## config.mk

```make
export PLATFORM = sky130hd
export DESIGN_NAME = cordic_arbiter_flat
export DESIGN_NICKNAME = d
export VERILOG_FILES = /design/src/rtl/cordic_arbiter_if.sv /design/src/rtl/cordic_arbiter.sv /design/src/flat_wrapper.sv
export SDC_FILE = /design/constraint.sdc
export NUM_CORES = 1
export LEC_CHECK = 0
export ABC_CLOCK_PERIOD_IN_PS = 3200
export CORE_AREA = 2 2 112 135
export DETAILED_ROUTE_END_ITERATION = 10
export DIE_AREA = 0 0 114 137
export GPL_ROUTABILITY_DRIVEN = 1
export MAX_ROUTING_LAYER = met4
export PLACE_DENSITY = 0.74
export SLEW_MARGIN = 20
export SYNTH_ARGS = -nofsm -noshare
export SYNTH_HDL_FRONTEND = slang
export SYNTH_SLANG_ARGS = --single-unit
```

## constraint.sdc

```tcl
create_clock -name CLK_I -period 3.2 [get_ports CLK_I]
set_input_delay 0.32 -clock CLK_I [delete_from_list [all_inputs] [get_ports CLK_I]]
set_output_delay 0.32 -clock CLK_I [all_outputs]
set_load 0.05 [all_outputs]
```

## src/rtl/cordic_arbiter_if.sv

```systemverilog
// Bundles the requester-side and core-side signals of the shared cordic arbiter.
// slave is the arbiter's view; master is the view of the surrounding requesters and core.
interface cordic_arbiter_if #(
    parameter int N_REQ = 4,
    parameter int ID_W  = 2
);
    logic [N_REQ-1:0]    REQ_I;
    logic [20*N_REQ-1:0] ANGLE_I;
    logic [N_REQ-1:0]    GNT_O;
    logic [N_REQ-1:0]    VALID_O;
    logic [ID_W-1:0]     RES_ID_O;
    logic signed [31:0]  RES_COS_O;
    logic signed [31:0]  RES_SIN_O;
    logic                ERR_O;
    logic                BUSY_O;
    logic signed [19:0]  CORE_Z0_O;
    logic                CORE_READY_O;
    logic signed [31:0]  CORE_COS_I;
    logic signed [31:0]  CORE_SIN_I;
    logic                CORE_DONE_I;

    modport slave (
        input  REQ_I, ANGLE_I, CORE_COS_I, CORE_SIN_I, CORE_DONE_I,
        output GNT_O, VALID_O, RES_ID_O, RES_COS_O, RES_SIN_O, ERR_O, BUSY_O,
               CORE_Z0_O, CORE_READY_O
    );

    modport master (
        output REQ_I, ANGLE_I, CORE_COS_I, CORE_SIN_I, CORE_DONE_I,
        input  GNT_O, VALID_O, RES_ID_O, RES_COS_O, RES_SIN_O, ERR_O, BUSY_O,
               CORE_Z0_O, CORE_READY_O
    );
endinterface

```

## src/rtl/cordic_arbiter.sv

```systemverilog
// Round-robin share of one iterative cordic core: grant 1 cycle after an IDLE request, VALID 1 cycle after core done edge.
// Requesters hold REQ until GNT; a watchdog aborts a transaction whose core never completes.
module cordic_arbiter #(
    parameter int N_REQ   = 4,
    parameter int ID_W    = 2,
    parameter int TIMEOUT = 63
) (
    input  logic            CLK_I,
    input  logic            RST_N_I,
    cordic_arbiter_if.slave bus
);
    localparam int WD_W = $clog2(TIMEOUT + 1);

    typedef enum logic [1:0] {
        S_IDLE  = 2'd0,
        S_ISSUE = 2'd1,
        S_WAIT  = 2'd2,
        S_RESP  = 2'd3
    } state_t;

    state_t             r_state;
    state_t             w_state_nxt;
    logic [ID_W-1:0]    r_ptr;
    logic [ID_W-1:0]    r_id;
    logic [ID_W-1:0]    r_res_id;
    logic [ID_W-1:0]    w_pick;
    logic signed [19:0] r_angle;
    logic signed [31:0] r_res_cos;
    logic signed [31:0] r_res_sin;
    logic [WD_W-1:0]    r_wd;
    logic [WD_W-1:0]    w_wd_inc;
    logic               r_done_q;
    logic               r_err;
    logic               w_done_rise;
    logic               w_start;
    logic               w_capture;
    logic               w_abort;
    logic [N_REQ-1:0]   w_id_onehot;

    // First requester at or after the pointer, searching upward with wrap.
    function automatic logic [ID_W-1:0] f_pick(input logic [N_REQ-1:0] req,
                                               input logic [ID_W-1:0]  ptr);
        logic [ID_W-1:0]  pick;
        logic [N_REQ-1:0] bit_one;
        int               idx;
        pick    = '0;
        bit_one = {{(N_REQ-1){1'b0}}, 1'b1};
        for (int k = N_REQ - 1; k >= 0; k--) begin
            idx = int'(ptr) + k;
            if (idx >= N_REQ) begin
                idx = idx - N_REQ;
            end
            if (|(req & (bit_one << idx))) begin
                pick = idx[ID_W-1:0];
            end
        end
        return pick;
    endfunction

    assign w_pick      = f_pick(bus.REQ_I, r_ptr);
    assign w_done_rise = bus.CORE_DONE_I & ~r_done_q;
    assign w_wd_inc    = r_wd + WD_W'(1);
    assign w_id_onehot = {{(N_REQ-1){1'b0}}, 1'b1} << r_id;

    always_ff @(posedge CLK_I or negedge RST_N_I) begin
        if (!RST_N_I) begin
            r_state <= S_IDLE;
        end else begin
            r_state <= w_state_nxt;
        end
    end

    always_comb begin
        w_state_nxt = r_state;
        w_start     = 1'b0;
        w_capture   = 1'b0;
        w_abort     = 1'b0;
        case (r_state)
            S_IDLE: begin
                if (|bus.REQ_I) begin
                    w_start     = 1'b1;
                    w_state_nxt = S_ISSUE;
                end
            end
            S_ISSUE: begin
                w_state_nxt = S_WAIT;
            end
            S_WAIT: begin
                // Only a fresh rising edge counts; a level left over from the last job is ignored.
                if (w_done_rise) begin
                    w_capture   = 1'b1;
                    w_state_nxt = S_RESP;
                end else if (w_wd_inc == WD_W'(TIMEOUT)) begin
                    w_abort     = 1'b1;
                    w_state_nxt = S_IDLE;
                end
            end
            S_RESP: begin
                w_state_nxt = S_IDLE;
            end
            default: begin
                w_state_nxt = S_IDLE;
            end
        endcase
    end

    always_ff @(posedge CLK_I or negedge RST_N_I) begin
        if (!RST_N_I) begin
            r_ptr     <= '0;
            r_id      <= '0;
            r_res_id  <= '0;
            r_angle   <= '0;
            r_res_cos <= '0;
            r_res_sin <= '0;
            r_wd      <= '0;
            r_done_q  <= 1'b0;
            r_err     <= 1'b0;
        end else begin
            r_done_q <= bus.CORE_DONE_I;
            r_err    <= w_abort;
            if (w_start) begin
                r_id    <= w_pick;
                r_angle <= bus.ANGLE_I[int'(w_pick)*20 +: 20];
            end
            if (r_state == S_ISSUE) begin
                r_wd  <= '0;
                r_ptr <= (r_id == ID_W'(N_REQ - 1)) ? '0 : r_id + ID_W'(1);
            end else if (r_state == S_WAIT) begin
                r_wd <= w_wd_inc;
            end
            if (w_capture) begin
                r_res_cos <= bus.CORE_COS_I;
                r_res_sin <= bus.CORE_SIN_I;
                r_res_id  <= r_id;
            end else if (w_abort) begin
                r_res_id <= r_id;
            end
        end
    end

    assign bus.GNT_O        = (r_state == S_ISSUE) ? w_id_onehot : '0;
    assign bus.VALID_O      = (r_state == S_RESP)  ? w_id_onehot : '0;
    assign bus.CORE_READY_O = (r_state == S_ISSUE);
    assign bus.BUSY_O       = (r_state != S_IDLE);
    assign bus.ERR_O        = r_err;
    assign bus.CORE_Z0_O    = r_angle;
    assign bus.RES_ID_O     = r_res_id;
    assign bus.RES_COS_O    = r_res_cos;
    assign bus.RES_SIN_O    = r_res_sin;
endmodule

```

## src/flat_wrapper.sv

```systemverilog
// flat-port wrapper written by rule: the top's interface ports become plain ports
module cordic_arbiter_flat 
#(
    parameter int N_REQ   = 4,
    parameter int ID_W    = 2,
    parameter int TIMEOUT = 63
)
  (CLK_I, RST_N_I, bus_REQ_I, bus_ANGLE_I, bus_CORE_COS_I, bus_CORE_SIN_I, bus_CORE_DONE_I, bus_GNT_O, bus_VALID_O, bus_RES_ID_O, bus_RES_COS_O, bus_RES_SIN_O, bus_ERR_O, bus_BUSY_O, bus_CORE_Z0_O, bus_CORE_READY_O);
  cordic_arbiter_if #(.N_REQ(N_REQ), .ID_W(ID_W)) bus_i ();
  input  logic CLK_I;
  input  logic RST_N_I;
  input wire logic [$bits(bus_i.REQ_I)-1:0] bus_REQ_I;
  input wire logic [$bits(bus_i.ANGLE_I)-1:0] bus_ANGLE_I;
  input wire logic [$bits(bus_i.CORE_COS_I)-1:0] bus_CORE_COS_I;
  input wire logic [$bits(bus_i.CORE_SIN_I)-1:0] bus_CORE_SIN_I;
  input wire logic [$bits(bus_i.CORE_DONE_I)-1:0] bus_CORE_DONE_I;
  output wire logic [$bits(bus_i.GNT_O)-1:0] bus_GNT_O;
  output wire logic [$bits(bus_i.VALID_O)-1:0] bus_VALID_O;
  output wire logic [$bits(bus_i.RES_ID_O)-1:0] bus_RES_ID_O;
  output wire logic [$bits(bus_i.RES_COS_O)-1:0] bus_RES_COS_O;
  output wire logic [$bits(bus_i.RES_SIN_O)-1:0] bus_RES_SIN_O;
  output wire logic [$bits(bus_i.ERR_O)-1:0] bus_ERR_O;
  output wire logic [$bits(bus_i.BUSY_O)-1:0] bus_BUSY_O;
  output wire logic [$bits(bus_i.CORE_Z0_O)-1:0] bus_CORE_Z0_O;
  output wire logic [$bits(bus_i.CORE_READY_O)-1:0] bus_CORE_READY_O;
  assign bus_i.REQ_I = bus_REQ_I;
  assign bus_i.ANGLE_I = bus_ANGLE_I;
  assign bus_i.CORE_COS_I = bus_CORE_COS_I;
  assign bus_i.CORE_SIN_I = bus_CORE_SIN_I;
  assign bus_i.CORE_DONE_I = bus_CORE_DONE_I;
  assign bus_GNT_O = bus_i.GNT_O;
  assign bus_VALID_O = bus_i.VALID_O;
  assign bus_RES_ID_O = bus_i.RES_ID_O;
  assign bus_RES_COS_O = bus_i.RES_COS_O;
  assign bus_RES_SIN_O = bus_i.RES_SIN_O;
  assign bus_ERR_O = bus_i.ERR_O;
  assign bus_BUSY_O = bus_i.BUSY_O;
  assign bus_CORE_Z0_O = bus_i.CORE_Z0_O;
  assign bus_CORE_READY_O = bus_i.CORE_READY_O;
  cordic_arbiter #(.N_REQ(N_REQ), .ID_W(ID_W), .TIMEOUT(TIMEOUT)) u_core (.CLK_I(CLK_I), .RST_N_I(RST_N_I), .bus(bus_i));
endmodule
```

==> flow_metrics.env, run 1 <==
export IMPL_timing_critical_path_from_type="flip-flop"
export IMPL_number_of_failing_setup_endpoints_in_the_final_timing_report=0
export IMPL_holdBufCountCts=0
export IMPL_outcome="completed"
export IMPL_die_height_um=137
export IMPL_postLayoutCoreUtil=0.5755
export IMPL_fin_nets=868
export IMPL_maximum_number_of_pins_on_one_net_before_global_route_repair=70
export IMPL_timing_final_crit_period_ns=2.704
export IMPL_grt_pass1_vias=4800
export IMPL_grt_first_pass_wirelength_mm=23.27
export IMPL_cp_slowest_cell="sky130_fd_sc_hd__nand2b_1"
export IMPL_drt_vias_per_instance=5.261
export IMPL_clkTransAtPathRegs_ns=0.07
export IMPL_routabilityCongestion=0.8601
export IMPL_tritoncts_sinks=100
export IMPL_grt_overflow=0
export IMPL_track_usage=0.1910
export IMPL_clock_skew_ns=0.005940
export IMPL_maxClockFrequency_mhz=369.8
export IMPL_leakage_nw=3.472
export IMPL_synth_cell_area_um2=5333
export IMPL_crit_path_end_kind="flip-flop"
export IMPL_route_vias_total=4640
export IMPL_port_buffers=247
export IMPL_fp_row_count=48
export IMPL_worst_path_fanout_max=20
export IMPL_drt_pass1_iter_count=4
export IMPL_antenna_cells=0
export IMPL_synth_cell_types=51
export IMPL_postCtsResizedCells=0
export IMPL_unrepaired_setup_endpoints_after_global_routing="no"
export IMPL_worst_path_largest_cell_delay_ns=0.50
export IMPL_clock_tree_htree_level_count=3
export IMPL_seq_area_frac_synth=0.4693
export IMPL_report_final_hold_viol_count=0
export IMPL_netlist_instances=468
export IMPL_synth_nets=634
export IMPL_total_routed_wirelength_mm=14.93
export IMPL_place_detailed_hpwl_mm=11.60
export IMPL_tritoncts_num_buffers=9
export IMPL_fillerInstances=1228
export IMPL_num_io_pins=248
export IMPL_worstSetupEndpoint="u_core.bus.CORE_Z0_O[13]$_DFFE_PN0P_"
export IMPL_antenna_found_initial=0
export IMPL_maxSlewHeadroom=0.4181
export IMPL_drc_errors=0
export IMPL_synthesis_yosys_warnings=0
export IMPL_crit_reg2reg_capture="u_core.bus.CORE_Z0_O[13]$_DFFE_PN0P_"
export IMPL_startpoint="u_core.r_ptr[1]$_DFFE_PN0P_"
export IMPL_synthToLayoutAreaGrowth_pct=54.25
export IMPL_post_synth_cell_area_avg_um2=11.39
export IMPL_crit_path_kind="flip-flop to flip-flop"
export IMPL_cts_root_buf="sky130_fd_sc_hd__clkbuf_16"
export IMPL_core_um2=14290
export IMPL_power_per_cell_area_nw_per_um2=1221
export IMPL_crit_path_cell_trace="inv_1 > ha_1 > a22o_1 > nor2_1 > o21ai_0 > o31ai_1 > nand2b_1 > o221ai_1"
export IMPL_drtAntennaViolNets=0
export IMPL_cap_viol_max_count=0
export IMPL_worstHoldPathType="primary input to async pin"
export IMPL_ctsLongestPathBuffers=2
export IMPL_worst_r2r_cell_count=8
export IMPL_min_period_over_period=0.8451
export IMPL_die_area_um2=15620
export IMPL_routedWlPerCell_um=16.93
export IMPL_rr_startpoint="u_core.r_ptr[1]$_DFFE_PN0P_"
export IMPL_synth_enable_flop_cells=0
export IMPL_regToRegSetupSlack_ns=0.50
export IMPL_postSynth_asyncResetShare=1.000
export IMPL_ys_dominant_reg_cell="sky130_fd_sc_hd__dfrtp_1"
export IMPL_detail_route_iter0_violations=218
export IMPL_tritoncts_clock_tree="yes"
export IMPL_chipWidth_um=114
export IMPL_critPathRequiredTime_ns=3.43
export IMPL_start_util=0.3731
export IMPL_synth_seq_cells=100
export IMPL_power_total_mw=10.04
export IMPL_multi_input_area_um2=2630
export IMPL_timing_critical_path_arrival_ns=2.93
export IMPL_postCtsSetupBuffers=0
export IMPL_worst_tran_pin_value_ns=0.8728
export IMPL_timing_max_transition_violations_final=0
export IMPL_irDropWorstVdd_mv=0.4526
export IMPL_clk_lat_worst_skew_ns=0.33
export IMPL_drive_above_1_share=0.1768
export IMPL_flip_flop_and_latch_area_um2=2504
export IMPL_setup_tns_ns=0
==> report_power, final <==
part           internal, mW  switching (mW)
clock                 0.540           0.481
combinational          2.63            4.10
sequential             1.91           0.384
total                  5.08            4.96
==> flip-flops by register name (all words and copies together), names as in the netlist <==
name                  flops
u_core.bus.CORE_Z0_O     20
u_core.bus.ERR_O          1
u_core.bus.RES_COS_O     32
u_core.bus.RES_ID_O       2
u_core.bus.RES_SIN_O     32
u_core.r_done_q           1
u_core.r_id               2
u_core.r_ptr              2
u_core.r_state            2
u_core.r_wd               6
==> critical path: cells and delay by family (launching register included) <==
kind	cells	cell delay [ns]
flip-flops	1	0.41
buffers and inverters	1	0.14
AND/OR/NAND/NOR	2	0.73
adder cells (fa/ha/maj)	1	0.27
AO/OA/AOI/OAI	4	1.05
==> metal layers <==
layer  global-route usage  up-vias  part of all wire
met5                    -        -                 0
met4              0.07791        0             0.024
met3              0.02303       23             0.055
met2               0.3366      219              0.52
met1               0.2208     2228              0.40
li1                     -     2170                 -
==> placed cells by master (no fill, tap or decap), types with 3 or more instances in the layout <==
cell / instances
sky130_fd_sc_hd__clkdlybuf4s50_1: 246
sky130_fd_sc_hd__dfrtp_1: 99
sky130_fd_sc_hd__mux2_2: 86
sky130_fd_sc_hd__nor2_1: 44
sky130_fd_sc_hd__nand2_1: 32
sky130_fd_sc_hd__a221o_1: 21
sky130_fd_sc_hd__mux2i_1: 20
sky130_fd_sc_hd__nor3_1: 20
sky130_fd_sc_hd__o221ai_1: 19
sky130_fd_sc_hd__ha_1: 15
sky130_fd_sc_hd__inv_1: 11
sky130_fd_sc_hd__clkbuf_16: 9
sky130_fd_sc_hd__buf_4: 9
sky130_fd_sc_hd__and2_1: 8
sky130_fd_sc_hd__o21ai_0: 8
sky130_fd_sc_hd__a21oi_1: 5
sky130_fd_sc_hd__o22ai_1: 4
sky130_fd_sc_hd__nand3_1: 3
sky130_fd_sc_hd__nand2b_1: 3
sky130_fd_sc_hd__a22o_1: 3
sky130_fd_sc_hd__inv_6: 3
==> area by class of cell <==
type                       count  area share
clock buffer                   9     0.02738
clock inverter                 7    0.006845
inverter                      11    0.005020
multi-input combinational    324      0.3197
sequential                   100      0.3044
tap                          175     0.02662
timing repair buffer         256      0.3100
==> cells by family (layout without fill, tap and decap cells) <==
kind of cell,count (synthesis),after routing,share of synthesized area
AO/OA/AOI/OAI,80,80,0.1305
adder cells (fa/ha/maj),15,15,0.03519
buffers and inverters,44,283,0.03895
flip-flops,100,100,0.4693
multiplexers,107,107,0.2213
AND/OR/NAND/NOR,122,122,0.1049
==> synthesized netlist by cell type (all sizes together), types with 11 or more instances <==
master	count	area share
a221o	21	0.039
buf	11	0.016
clkbuf	22	0.015
dfrtp	100	0.47
ha	15	0.035
inv	11	0.0077
mux2	87	0.18
mux2i	20	0.038
nand2	32	0.023
nor2	45	0.032
nor3	20	0.019
o221ai	20	0.034
==> how the worst min path moves through the flow <==
stage                                              start                              endpoint  slack (ns)  depth (start not counted)
CTS                                              RST_N_I         u_core.r_state[1]$_DFFE_PN0P_        0.13                          1
global placement    u_core.bus.CORE_Z0_O[16]$_DFFE_PN0P_  u_core.bus.CORE_Z0_O[16]$_DFFE_PN0P_        0.47                          2
detailed placement  u_core.bus.CORE_Z0_O[16]$_DFFE_PN0P_  u_core.bus.CORE_Z0_O[16]$_DFFE_PN0P_        0.47                          2
finish                                           RST_N_I         u_core.r_state[1]$_DFFE_PN0P_        0.09                          1
global route                                     RST_N_I         u_core.r_state[1]$_DFFE_PN0P_        0.17                          1
floorplan                                        RST_N_I   u_core.bus.CORE_Z0_O[0]$_DFFE_PN0P_        0.02                          0
==> stage by stage <==
| step | worst slack [ns] | std cells | hold WS [ns] | cell area, um^2 |
|---|---|---|---|---|
| after floorplan | 0.1827 | 468 | 0.02441 | 5333 |
| after global placement | 0.5664 | 866 | 0.4716 | 7944 |
| after detailed placement | 0.4637 | 866 | 0.4730 | 7944 |
| after CTS | 0.4958 | 882 | 0.1348 | 8225 |
| after global routing | 0.2309 | 882 | 0.1722 | 8225 |
| final | 0.4956 | 882 | 0.08858 | 8225 |
Power figures use the tool's default switching activity.
==> run 2, diff against run 1 <==
- ABC_CLOCK_PERIOD_IN_PS: 3200 -> 2300
- clock period: 3.2 -> 2.3 ns (I/O delays scaled with it)
==> run 2 against run 1 <==
  * The flow now finishes with violations (setup timing)
  * Total power grew 60%
  * Critical path depth is 1 higher
  * Critical path type unchanged
  * Sequential cell count unchanged
  * Highest routed layer unchanged
  * Combinational power rose by 69%
  * Register-to-register slack worse by 0.56 ns
==> flow_metrics.env, run 2 (synthesized netlist as in run 1, its figures left out) <==
export IMPL_port_buffers=247
export IMPL_fp_row_count=48
export IMPL_grt_pass1_vias=4981
export IMPL_mostFrequentLayoutCell="sky130_fd_sc_hd__clkdlybuf4s50_1"
export IMPL_track_usage=0.2080
export IMPL_worst_path_fanout_max=6
export IMPL_grt_first_pass_wirelength_mm=25.07
export IMPL_chipWidth_um=114
export IMPL_tritoncts_clock_tree="yes"
export IMPL_violated_checks="setup timing"
export IMPL_unrepaired_setup_endpoints_after_global_routing="yes"
export IMPL_timing_max_transition_violations_final=0
export IMPL_die_area_um2=15620
export IMPL_clkTransAtPathRegs_ns=0.07
export IMPL_tritoncts_sinks=100
export IMPL_cap_viol_max_count=0
export IMPL_clock_skew_ns=0.009611
export IMPL_drtAntennaViolNets=0
export IMPL_detail_route_iter0_violations=205
export IMPL_antenna_found_initial=0
export IMPL_tritoncts_num_buffers=9
export IMPL_start_util=0.3731
export IMPL_setup_tns_ns=-0.5314
export IMPL_fin_nets=904
export IMPL_critPathRequiredTime_ns=2.55
export IMPL_crit_path_kind="flip-flop to flip-flop"
export IMPL_leakage_nw=3.778
export IMPL_drt_pass1_iter_count=5
export IMPL_maxClockFrequency_mhz=422.5
export IMPL_total_routed_wirelength_mm=16.78
export IMPL_instances_no_fill=918
export IMPL_power_per_cell_area_nw_per_um2=1781
export IMPL_num_io_pins=248
export IMPL_final_hold_worst_slack_ns=0.3955
export IMPL_number_of_failing_setup_endpoints_in_the_final_timing_report=18
export IMPL_drc_errors=0
export IMPL_core_um2=14290
export IMPL_drive_above_1_share=0.2840
export IMPL_place_inst=887
export IMPL_irDropWorstVdd_mv=0.9950
export IMPL_worst_slack_ns=-0.06713
export IMPL_maxSlewHeadroom=0.5895
export IMPL_routabilityCongestion=0.8705
export IMPL_timing_critical_path_arrival_ns=2.62
export IMPL_layout_common_cells="sky130_fd_sc_hd__clkdlybuf4s50_1, sky130_fd_sc_hd__dfrtp_1, sky130_fd_sc_hd__mux2_2"
export IMPL_clock_tree_htree_level_count=3
export IMPL_outcome="complete, but fails checks"
export IMPL_worstHoldPathType="primary input to async pin"
export IMPL_drt_vias_per_instance=5.295
export IMPL_min_period_over_period=1.029
export IMPL_timing_final_crit_period_ns=2.367
export IMPL_ctsLongestPathBuffers=2
export IMPL_antenna_cells=0
export IMPL_crit_path_end_kind="flip-flop"
export IMPL_worst_tran_pin_value_ns=0.6157
export IMPL_die_height_um=137
export IMPL_place_detailed_hpwl_mm=12.00
export IMPL_routedWlPerCell_um=18.28
export IMPL_route_vias_total=4861
export IMPL_cts_root_buf="sky130_fd_sc_hd__clkbuf_16"
export IMPL_timing_critical_path_from_type="flip-flop"
export IMPL_grt_overflow=0
export IMPL_power_total_mw=16.06
export IMPL_clk_lat_worst_skew_ns=0.34
export IMPL_synthToLayoutAreaGrowth_pct=69.15
export IMPL_detailed_place_area_um2=8209
export IMPL_fillerInstances=1139
export IMPL_report_final_hold_viol_count=0
export IMPL_maximum_number_of_pins_on_one_net_before_global_route_repair=67
export IMPL_stdcell_area_um2=9020
[run 2: changes by cell type in the layout (fill, tap and decap cells not counted), moves of 7 or more]
cell                       before  now
sky130_fd_sc_hd__nor3_4         0    7
sky130_fd_sc_hd__o221ai_1      19   10
sky130_fd_sc_hd__buf_12         1    8
sky130_fd_sc_hd__o221ai_2       1   10
sky130_fd_sc_hd__buf_4          9   29
sky130_fd_sc_hd__nor3_1        20    4
sky130_fd_sc_hd__nor3_2         0    9
[run 2: path summary, 6_finish.rpt]
path | from | endpoint | slack (ns) | cells past startpoint
setup / recovery | u_core.r_ptr[1]$_DFFE_PN0P_ | u_core.bus.CORE_Z0_O[0]$_DFFE_PN0P_ | -0.07 | 9
hold / removal | RST_N_I | u_core.bus.RES_COS_O[23]$_DFFE_PN0P_ | 0.40 | 2
setup reg to reg | u_core.r_ptr[1]$_DFFE_PN0P_ | u_core.bus.CORE_Z0_O[0]$_DFFE_PN0P_ | -0.07 | 9
hold reg to reg | u_core.bus.RES_ID_O[0]$_DFFE_PN0P_ | u_core.bus.RES_ID_O[0]$_DFFE_PN0P_ | 0.49 | 2
max in group asynchronous | RST_N_I | u_core.bus.RES_SIN_O[0]$_DFFE_PN0P_ | 1.18 | 3
min in group CLK_I | bus_CORE_DONE_I | u_core.r_done_q$_DFF_PN0_ | 0.42 | 1
[run 2: what timing repair did]
| action | in CTS | in global routing |
|---|---|---|
| resized for setup | 23 | 46 |
| gates cloned | 4 | 4 |
| hold endpoints to repair | 34 | 0 |
| endpoints found under the setup margin | 21 | 22 |
| buffers inserted | 6 | 1 |
| hold buffers | 1 | 0 |
| pin swaps | 16 | 16 |
[run 2: layer usage]
| layer | track usage | part of all wire | wire, um | vias to the layer above |
|---|---|---|---|---|
| met5 | - | 0 | 0 | - |
| met4 | 0.07385 | 0.035 | 586 | 0 |
| met3 | 0.03809 | 0.068 | 1134 | 39 |
| met2 | 0.3618 | 0.52 | 8667 | 224 |
| met1 | 0.2410 | 0.38 | 6394 | 2342 |
| li1 | - | - | - | 2256 |
[run 2: layout make-up]
type,count,area [um^2],share of cell area
multi-input cells,327,2989,0.3314
flip-flops and latches,100,2504,0.2776
well taps,175,219.0,0.02428
clock buffers,11,242.7,0.02691
inverters,11,48.80,0.005410
repair buffers,289,2973,0.3296
clock inverters,5,43.79,0.004855
[run 2: report_power, final]
group / switching [mW] / internal, mW
logic: 6.53 / 4.87
clock network: 0.678 / 0.778
registers: 0.557 / 2.65
total: 7.76 / 8.30
[run 2: worst max-delay path, stage by stage, from the launching register on]
cell and delay, ns:
sky130_fd_sc_hd__dfrtp_1 0.43, sky130_fd_sc_hd__buf_6 0.14, sky130_fd_sc_hd__ha_4 0.17, sky130_fd_sc_hd__a22o_4 0.27, sky130_fd_sc_hd__a211oi_4 0.32, sky130_fd_sc_hd__buf_6 0.20
sky130_fd_sc_hd__nand2b_4 0.20, sky130_fd_sc_hd__nor2_1 0.06, sky130_fd_sc_hd__a221o_1 0.34, sky130_fd_sc_hd__o221ai_2 0.15
[run 2: per-stage QoR]
step	utilization	worst slack, ns
6_report	0.6310	-0.06713
5_1_grt	0.6310	-0.1609
3_3_place_gp	0.5743	-0.1100
4_1_cts	0.6088	-0.05930
3_5_place_dp	0.5743	-0.2074
2_1_floorplan	-	-0.1666
==> run 3, diff against run 2 <==
- CTS_CLUSTER_SIZE: not set -> 14
- REMOVE_ABC_BUFFERS: not set -> 1
==> run 3 against run 2 <==
  * The flow still finishes with violations (setup timing)
  * Clock-buffer cell count down 1
  * Hold slack better by 0.0050 ns
  * Sequential share of layout area up 0.59 points
  * Sequential power about the same
  * Non-clock buffer count decreased by 4
  * Sequential cell count did not move
  * Critical endpoint is now u_core.bus.CORE_Z0_O[2]$_DFFE_PN0P_
  * Largest power group unchanged
  * Highest routed layer unchanged
==> flow_metrics.env, run 3 (synthesized netlist as in run 1, its figures left out) <==
export IMPL_startpoint="u_core.r_ptr[0]$_DFFE_PN0P_"
export IMPL_detail_route_iter0_violations=201
export IMPL_timing_max_transition_violations_final=0
export IMPL_hold_path_startpoint="bus_CORE_DONE_I"
export IMPL_crit_path_cell_trace="inv_4 > ha_4 > a22o_4 > a211oi_4 > a211oi_4 > o22ai_4 > buf_12 > buf_8 > mux2i_1 > o221ai_1"
export IMPL_tritoncts_clock_tree="yes"
export IMPL_port_buffers=247
export IMPL_clkTransAtPathRegs_ns=0.07
export IMPL_detailed_place_area_um2=8124
export IMPL_drc_errors=0
export IMPL_cap_viol_max_count=0
export IMPL_start_util=0.3731
export IMPL_total_routed_wirelength_mm=16.68
export IMPL_number_of_failing_setup_endpoints_in_the_final_timing_report=15
export IMPL_min_period_over_period=1.013
export IMPL_die_area_um2=15620
export IMPL_drtAntennaViolNets=0
export IMPL_synthToLayoutAreaGrowth_pct=65.70
export IMPL_die_height_um=137
export IMPL_maxSlewHeadroom=0.6139
export IMPL_timing_critical_path_from_type="flip-flop"
export IMPL_violated_checks="setup timing"
export IMPL_power_total_mw=15.88
export IMPL_stdcell_area_um2=8836
export IMPL_drt_pass1_iter_count=4
export IMPL_rr_startpoint="u_core.r_ptr[0]$_DFFE_PN0P_"
export IMPL_fp_row_count=48
export IMPL_power_per_cell_area_nw_per_um2=1798
export IMPL_clock_skew_ns=0.007997
export IMPL_maximum_number_of_pins_on_one_net_before_global_route_repair=65
export IMPL_outcome="complete, but fails checks"
export IMPL_tritoncts_num_buffers=9
export IMPL_worst_r2r_cell_count=10
export IMPL_fillerInstances=1159
export IMPL_worst_slack_ns=-0.02916
export IMPL_worstHoldPathType="primary input to flip-flop"
export IMPL_drt_vias_per_instance=5.338
export IMPL_clk_lat_worst_skew_ns=0.34
export IMPL_cts_root_buf="sky130_fd_sc_hd__clkbuf_16"
export IMPL_grt_pass1_vias=5080
export IMPL_unrepaired_setup_endpoints_after_global_routing="yes"
export IMPL_grt_overflow=0
export IMPL_antenna_found_initial=0
export IMPL_drive_above_1_share=0.2473
export IMPL_place_detailed_hpwl_mm=11.82
export IMPL_crit_path_kind="flip-flop to flip-flop"
export IMPL_worst_tran_pin_value_ns=0.5773
export IMPL_tritoncts_sinks=100
export IMPL_cp_slowest_cell="sky130_fd_sc_hd__dfrtp_2"
export IMPL_num_io_pins=248
export IMPL_report_final_hold_viol_count=0
export IMPL_worst_path_fanout_max=5
export IMPL_grt_first_pass_wirelength_mm=24.93
export IMPL_critPathMostFrequentCell="sky130_fd_sc_hd__a211oi_4"
export IMPL_crit_path_end_kind="flip-flop"
export IMPL_holdPathStages=1
export IMPL_worst_path_buf_inv=3
export IMPL_layout_common_cells="sky130_fd_sc_hd__clkdlybuf4s50_1, sky130_fd_sc_hd__dfrtp_1, sky130_fd_sc_hd__mux2_2"
export IMPL_route_vias_total=4863
export IMPL_worstSetupPathDepth=10
export IMPL_mostFrequentLayoutCell="sky130_fd_sc_hd__clkdlybuf4s50_1"
export IMPL_critPathRequiredTime_ns=2.51
export IMPL_maxClockFrequency_mhz=429.3
export IMPL_antenna_cells=0
export IMPL_irDropWorstVdd_mv=1.027
export IMPL_timing_final_crit_period_ns=2.329
export IMPL_routabilityCongestion=0.9320
export IMPL_routedWlPerCell_um=18.31
export IMPL_timing_critical_path_arrival_ns=2.54
export IMPL_track_usage=0.2079
export IMPL_worst_path_dominant_cell_family="compound AO/OA/AOI/OAI gates"
export IMPL_core_um2=14290
export IMPL_chipWidth_um=114
export IMPL_leakage_nw=3.741
export IMPL_postLayoutCoreUtil=0.6182
export IMPL_ctsLongestPathBuffers=2
export IMPL_worst_path_largest_cell_delay_ns=0.44
export IMPL_fin_nets=897
export IMPL_clock_tree_htree_level_count=3
==> run 3: layout make-up <==
| type | count | area (um^2) | share of cell area |
|---|---|---|---|
| inverter | 11 | 46.29 | 0.005239 |
| sequential | 100 | 2505 | 0.2835 |
| multi-input combinational | 324 | 2785 | 0.3152 |
| clock inverter | 6 | 53.80 | 0.006089 |
| clock buffer | 10 | 239.0 | 0.02705 |
| tap | 175 | 219.0 | 0.02478 |
| timing repair buffer | 285 | 2988 | 0.3381 |
==> run 3: worst paths after layout <==
| check | endpoint | slack [ns] |
|---|---|---|
| hold / removal | u_core.r_done_q$_DFF_PN0_ | 0.40 |
| min in group asynchronous | u_core.bus.RES_COS_O[9]$_DFFE_PN0P_ | 0.41 |
| max in group asynchronous | u_core.bus.CORE_Z0_O[19]$_DFFE_PN0P_ | 1.25 |
| setup / recovery | u_core.bus.CORE_Z0_O[2]$_DFFE_PN0P_ | -0.03 |
| setup reg to reg | u_core.bus.CORE_Z0_O[2]$_DFFE_PN0P_ | -0.03 |
| hold reg to reg | u_core.bus.CORE_Z0_O[11]$_DFFE_PN0P_ | 0.50 |
==> run 3: through the flow <==
step	hold slack, ns	TNS, ns	setup slack (ns)	instances
3_3_place_gp	0.2424	-0.8311	-0.06092	880
3_5_place_dp	0.2453	-2.531	-0.1541	880
2_1_floorplan	-0.06559	-107.48	-2.728	435
4_1_cts	0.3988	-0.7827	-0.06477	903
6_report	0.4004	-0.2167	-0.02916	911
5_1_grt	0.4091	-2.002	-0.1181	911
==> run 3: what timing repair did <==
action / 4_1_cts / 5_1_grt
hold endpoints to repair: 37 / 0
gates resized for setup: 18 / 26
pin swaps: 4 / 27
buffers inserted: 4 / 5
endpoints found under the setup margin: 20 / 22
cloned: 2 / 5
hold buffers: 1 / 0
==> run 3: power breakdown <==
| group | leakage [nW] | internal [mW] | total, mW | switching (mW) |
|---|---|---|---|---|
| clock | 0.142 | 0.783 | 1.48 | 0.697 |
| combinational | 2.39 | 4.90 | 11.2 | 6.28 |
| sequential | 1.20 | 2.66 | 3.22 | 0.569 |
==> run 3: layer usage <==
| layer | track usage | part of all wire |
|---|---|---|
| met5 | - | 0 |
| met4 | 0.07656 | 0.019 |
| met3 | 0.02967 | 0.068 |
| met2 | 0.3780 | 0.52 |
| met1 | 0.2309 | 0.39 |
==> run 3: worst register-to-register path: cells and delay by family, from the launching register on <==
family,cells,cell delay [ns]
DFF,1,0.44
buffers and inverters,3,0.37
AOI/OAI and AO/OA,5,1.00
muxes,1,0.23
adders and majority gates,1,0.18
